<file path="src/rtl/sik_pkg.sv">
// Shared types and opcode constants for the SIK stack processor front end.
package sik_pkg;

  typedef logic [15:0] word_t;
  typedef logic [3:0]  opcode_t;
  typedef logic [11:0] immed12_t;
  typedef logic [3:0]  pre_t;

  // Normal opcodes occupy instr[15:12]; NOARG selects the extended
  // (operand-less) group, whose sub-opcode sits in the low bits.
  localparam opcode_t NOARG = 4'b0000;
  localparam opcode_t OPpre = 4'b1111;

  // Extended sub-opcodes (instr[3:0] when opcode == NOARG).
  localparam logic [3:0] XOP_NOP = 4'h0;
  localparam logic [3:0] XOP_RET = 4'h1;
  localparam logic [3:0] XOP_SYS = 4'hF;

  function automatic opcode_t opcode_of(input word_t instr);
    return instr[15:12];
  endfunction

  function automatic logic is_prefix(input word_t instr);
    return instr[15:12] == OPpre;
  endfunction

  // A pending prefix supplies the top nibble; otherwise sign-extend the
  // 12-bit field.
  function automatic word_t merge_immed(input logic pre_vld, input pre_t pre,
                                        input word_t instr);
    if (pre_vld) return {pre, instr[11:0]};
    return {{4{instr[11]}}, instr[11:0]};
  endfunction

endpackage

</file>
<file path="src/rtl/sik_thread_ctx.sv">
// Per-thread fetch context: PC plus the pending prefix nibble.
module sik_thread_ctx
  import sik_pkg::*;
#(
  parameter word_t RESET_PC = 16'h0000
) (
  input  logic  clk,
  input  logic  reset,
  input  logic  advance_i,
  input  logic  load_pre_i,
  input  logic  consume_i,
  input  pre_t  pre_i,
  input  logic  redirect_i,
  input  word_t redirect_pc_i,
  output word_t pc_o,
  output pre_t  pre_o,
  output logic  pre_vld_o
);

  word_t pc_q, pc_d;
  pre_t  pre_q, pre_d;
  logic  pre_vld_q, pre_vld_d;

  // Next-state: a redirect overrides any fetch activity of this thread.
  always_comb begin
    pc_d      = pc_q;
    pre_d     = pre_q;
    pre_vld_d = pre_vld_q;
    if (redirect_i) begin
      pc_d      = redirect_pc_i;
      pre_vld_d = 1'b0;
    end else if (advance_i) begin
      pc_d = pc_q + 16'd1;
      if (load_pre_i) begin
        pre_d     = pre_i;
        pre_vld_d = 1'b1;
      end else if (consume_i) begin
        pre_d     = '0;
        pre_vld_d = 1'b0;
      end
    end
  end

  // Context registers.
  always_ff @(posedge clk or posedge reset) begin
    if (reset) begin
      pc_q      <= RESET_PC;
      pre_q     <= '0;
      pre_vld_q <= 1'b0;
    end else begin
      pc_q      <= pc_d;
      pre_q     <= pre_d;
      pre_vld_q <= pre_vld_d;
    end
  end

  assign pc_o      = pc_q;
  assign pre_o     = pre_q;
  assign pre_vld_o = pre_vld_q;

endmodule

</file>
<file path="src/rtl/sik_fetch_stage.sv">
// Dual-thread interleaved fetch stage with prefix folding and redirects.
module sik_fetch_stage
  import sik_pkg::*;
#(
  parameter word_t RESET_PC0 = 16'h0000,
  parameter word_t RESET_PC1 = 16'h0000
) (
  input  logic        clk,
  input  logic        reset,
  output logic [15:0] imem_addr,
  input  logic [15:0] imem_data,
  input  logic        stall,
  input  logic [1:0]  halt_t,
  input  logic        redirect_valid,
  input  logic        redirect_tid,
  input  logic [15:0] redirect_pc,
  output logic        out_valid,
  output logic        out_tid,
  output logic [15:0] out_pc,
  output logic [15:0] out_instr,
  output logic [15:0] out_immed,
  output logic        out_has_pre
);

  logic  tsel_q, tsel_d;
  word_t pc0, pc1;
  pre_t  pre0, pre1;
  logic  pv0, pv1;

  logic  valid_q, valid_d;
  logic  tid_q, tid_d;
  word_t opc_q, opc_d;
  word_t instr_q, instr_d;
  word_t immed_q, immed_d;
  logic  has_pre_q, has_pre_d;

  word_t cur_pc;
  pre_t  cur_pre;
  logic  cur_pv;
  logic  slot_halted, slot_redir, fetch_go, slot_pre;
  logic  redir0, redir1, adv0, adv1;

  assign cur_pc      = tsel_q ? pc1  : pc0;
  assign cur_pre     = tsel_q ? pre1 : pre0;
  assign cur_pv      = tsel_q ? pv1  : pv0;
  assign imem_addr   = cur_pc;

  assign slot_halted = halt_t[tsel_q];
  assign slot_redir  = redirect_valid && (redirect_tid == tsel_q);
  assign fetch_go    = !stall && !slot_halted && !slot_redir;
  assign slot_pre    = is_prefix(imem_data);

  assign redir0 = redirect_valid && !redirect_tid;
  assign redir1 = redirect_valid &&  redirect_tid;
  assign adv0   = fetch_go && !tsel_q;
  assign adv1   = fetch_go &&  tsel_q;

  sik_thread_ctx #(.RESET_PC(RESET_PC0)) u_ctx0 (
    .clk(clk), .reset(reset),
    .advance_i(adv0), .load_pre_i(slot_pre), .consume_i(!slot_pre),
    .pre_i(imem_data[3:0]),
    .redirect_i(redir0), .redirect_pc_i(redirect_pc),
    .pc_o(pc0), .pre_o(pre0), .pre_vld_o(pv0)
  );

  sik_thread_ctx #(.RESET_PC(RESET_PC1)) u_ctx1 (
    .clk(clk), .reset(reset),
    .advance_i(adv1), .load_pre_i(slot_pre), .consume_i(!slot_pre),
    .pre_i(imem_data[3:0]),
    .redirect_i(redir1), .redirect_pc_i(redirect_pc),
    .pc_o(pc1), .pre_o(pre1), .pre_vld_o(pv1)
  );

  // Output register next-state: hold on stall (squash only), else load slot.
  always_comb begin
    tsel_d    = tsel_q;
    valid_d   = valid_q;
    tid_d     = tid_q;
    opc_d     = opc_q;
    instr_d   = instr_q;
    immed_d   = immed_q;
    has_pre_d = has_pre_q;
    if (stall) begin
      if (redirect_valid && (redirect_tid == tid_q)) valid_d = 1'b0;
    end else begin
      tsel_d    = !tsel_q;
      valid_d   = fetch_go && !slot_pre;
      tid_d     = tsel_q;
      opc_d     = cur_pc;
      instr_d   = imem_data;
      immed_d   = merge_immed(cur_pv, cur_pre, imem_data);
      has_pre_d = cur_pv;
    end
  end

  // Thread select and instruction register.
  always_ff @(posedge clk or posedge reset) begin
    if (reset) begin
      tsel_q    <= 1'b0;
      valid_q   <= 1'b0;
      tid_q     <= 1'b0;
      opc_q     <= '0;
      instr_q   <= '0;
      immed_q   <= '0;
      has_pre_q <= 1'b0;
    end else begin
      tsel_q    <= tsel_d;
      valid_q   <= valid_d;
      tid_q     <= tid_d;
      opc_q     <= opc_d;
      instr_q   <= instr_d;
      immed_q   <= immed_d;
      has_pre_q <= has_pre_d;
    end
  end

  assign out_valid   = valid_q;
  assign out_tid     = tid_q;
  assign out_pc      = opc_q;
  assign out_instr   = instr_q;
  assign out_immed   = immed_q;
  assign out_has_pre = has_pre_q && valid_q;

endmodule

</file>
<file path="config.mk">
export PLATFORM = sky130hd
export DESIGN_NAME = sik_fetch_stage
export DESIGN_NICKNAME = d
export VERILOG_FILES = /design/src/rtl/sik_pkg.sv /design/src/rtl/sik_thread_ctx.sv /design/src/rtl/sik_fetch_stage.sv
export SDC_FILE = /design/constraint.sdc
export NUM_CORES = 1
export LEC_CHECK = 0
export CAP_MARGIN = 5
export CORE_ASPECT_RATIO = 0.7
export CORE_MARGIN = 1.5
export CORE_UTILIZATION = 38
export CTS_CLUSTER_SIZE = 8
export DETAILED_ROUTE_END_ITERATION = 6
export DONT_BUFFER_PORTS = 1
export MAX_ROUTING_LAYER = met4
export PLACE_DENSITY = 0.61
export SKIP_LAST_GASP = 1
export SLEW_MARGIN = 25
export SYNTH_ARGS = -nofsm -noshare
export SYNTH_HDL_FRONTEND = slang
export SYNTH_SLANG_ARGS = --single-unit
</file>
<file path="constraint.sdc">
create_clock -name clk -period 3.65 [get_ports clk]
set_clock_uncertainty 0.05 [all_clocks]
set_input_delay 0.73 -clock clk [delete_from_list [all_inputs] [get_ports clk]]
set_output_delay 0.73 -clock clk [all_outputs]
set_load 0.01 [all_outputs]
</file>
==> impl_metrics.yaml <==
placement:
  place.gp.congestion: 0.820
  dp.cells: 493
  dp_hpwl_um: 6680
  port-buffer-count: 0
sta:
  max_freq_mhz: 391
  hold_viol_final: 0
  finalSetupTns_ps: 0
  finalCriticalPeriod_ps: 2550
  finalSetupViolCount: 0
  relSlewSlack: 0.361
  maxSlewViolCount: 0
  tightest_slew_ps: 958
  grt_setup_unrepaired: "no"
  fin_crit_sh: 0.700
clocking:
  clkLatencyLatePin_ps: 340
  path_clk_slew_ps: 60
  h-tree-depth: 3
  cts_hold_buf: 0
  ctsResizeCount: 0
  clkSinkCount: 82
  cts_tree: "yes"
  cts_buffer_depth: 2
  cts_buffers: 9
  cts_setup_buffers: 0
  cts_root_buffer: "clkbuf_16"
die:
  die_area_mm2: 0.0113
  core.rowCount: 31
  die_h_um: 89.5
  core-area_mm2: 0.0104
  top_level_ports: 106
  start_util: 0.392
  die_w_um: 127
synth:
  synth_flop_cell: "dfrtp_1"
  async_flop_share: 1.00
  avgSynthCellArea_um2: 10.4
  syn_area_mm2: 0.00406
  synth-edff-count: 0
  synthCells: 389
  synth_area_leaders: "dfrtp_1, mux2_2, nand2_1, o21ai_0, xnor2_1"
  yosys.area.top_type: "dfrtp_1"
  ys_ff_latch: 82
  ys_seq_area_frac: 0.506
  ys.warnings.count: 0
  synth.distinct_cells: 42
  yosysTopAreaCellShare: 0.506
  synth_fp_nets: 430
power_and_ir_drop:
  power.density_mw_per_mm2: 664
  p_int_mw: 2.03
  switchingPower_mw: 0.900
  p_seq_frac: 0.462
  cellLeakagePower_nw: 1.76
  clockPowerShare: 0.343
  ir_worst_vdd_uv: 341
  switching_share: 0.308
  combPwrFrac: 0.195
routing:
  vias: 2839
  drtPass1Iterations: 6
  drc: 0
  drt-initial-drc-count: 190
  totalWireLength_um: 9550
  drtAntennaViolNets: 0
  avgRoutedWirePerCell_um: 18.8
  route.detailed.vias_per_inst: 5.60
global_route:
  gr-total-overflow: 0
  grt_pass1_vias: 2751
  antenna_found_initial: 0
  grt_max_degree: 59
  track_usage: 0.181
  grt_pass1_wl_um: 14900
critical_path:
  cpPeakStageDelay_ps: 650
  endpoint_kind: "output pin"
  startpoint_type: "register"
  crit_chain: "buf_4 > mux2_2"
  required_ps: 2870
  cp.arrival_ps: 1770
  crit_slowest_cell: "dfrtp_1"
  worstPathMaxFanout: 17
  critical_path_class: "reg2out"
final_layout:
  area_growth_pct: 8.63
  drive_gt1_frac: 0.184
  fin_nets: 413
  fillers: 988
  layout_common_cells: "dfrtp_1, nand2_1, mux2_2"
  antenna_cells: 0
  stdcell_count: 507
  final_common_cell: "dfrtp_1"
min_path:
  holdCritPathClass: "in2async"
run_status:
  status: "complete, no violations"
flow_run:
  drv_cap: 0
critical path: cells and delay by family (launching register included):
kind,cells,cell delay [ps]
buf+inv,1,360
flops,1,650
mux,1,420
cell type report:
type	instances	area, µm²	share of cell area
Clock buffer	11	233	0.0528
Clock inverter	3	90.1	0.0204
Inverter	7	28.8	0.00653
Multi-Input combinational cell	269	1820	0.412
Sequential cell	82	2050	0.466
Tap cell	132	165	0.0375
Timing Repair Buffer	3	22.5	0.00511
kinds of logic (layout without fill, tap and decap cells):
kind of cell / after synthesis / in the layout / share of synthesized area
AND/OR/NAND/NOR: 131 / 131 / 0.158
flip-flops: 82 / 82 / 0.506
AO/OA/AOI/OAI: 61 / 61 / 0.0894
multiplexers: 50 / 50 / 0.138
buffers and inverters: 38 / 24 / 0.0484
XOR/XNOR: 25 / 25 / 0.0540
adder cells (fa/ha/maj): 2 / 2 / 0.00617
flip-flops by register name, summed over array words and instances, names as in the netlist, 4 cells and up:
name and cells:
out_immed 4, out_instr 16, out_pc 16, u_ctx0.pc_o 16
u_ctx0.pre_o 4, u_ctx1.pc_o 16, u_ctx1.pre_o 4
per-stage QoR:
step | hold WS, ps | total power [mW] | area, µm² | setup slack, ps | utilization
final | 336 | 2.93 | 4410 | 1100 | 0.426
after global routing | 386 | 3.09 | 4410 | 993 | 0.426
after CTS | 423 | 2.96 | 4400 | 1070 | 0.425
after detailed placement | 429 | 1.94 | 4080 | 1120 | 0.394
after global placement | 413 | 1.92 | 4080 | 1140 | 0.394
after floorplan | 400 | 1.81 | 4060 | 762 | -
routing by layer:
layer	up-vias	part of all wire	track usage
li1	1325	-	-
met1	1384	0.48	0.248
met2	120	0.43	0.254
met3	10	0.076	0.0652
met4	0	0.0070	0.0470
met5	-	0	-
synth_stat cells, types with 6 or more instances:
| cell type | count |
|---|---|
| buf_4 | 12 |
| nand4_1 | 10 |
| nor3_1 | 6 |
| nand3_1 | 10 |
| dfrtp_1 | 82 |
| nand2_1 | 61 |
| nor2_1 | 13 |
| clkbuf_1 | 14 |
| inv_1 | 7 |
| xor2_1 | 7 |
| o21ai_0 | 40 |
| mux2_2 | 48 |
| nor4_1 | 8 |
| xnor2_1 | 18 |
path summary, 6_finish.rpt:
| path | start | endpoint | slack [ps] | depth (start not counted) |
|---|---|---|---|---|
| max in group asynchronous | reset | u_ctx1.pc_o[0] | 2460 | 2 |
| worst max-delay path | tsel_q | imem_addr[13] | 1100 | 2 |
| worst max register to register | tsel_q | u_ctx1.pc_o[15] | 1190 | 4 |
| worst min register to register | u_ctx0.pre_o[3] | u_ctx0.pre_o[3] | 430 | 2 |
| worst min-delay path | reset | out_instr[9] | 340 | 1 |
| min in group clk | u_ctx0.pre_o[3] | u_ctx0.pre_o[3] | 430 | 2 |
power by group through the flow:
stage	Clock [mW]	Sequential [mW]	Combinational, mW
3_5_place_dp	0	1.37	0.576
2_1_floorplan	0	1.28	0.526
4_1_cts	1.03	1.35	0.580
3_3_place_gp	0	1.36	0.563
6_report	1.00	1.35	0.570
5_1_grt	1.06	1.38	0.638
(Power assumes the default switching activity.)
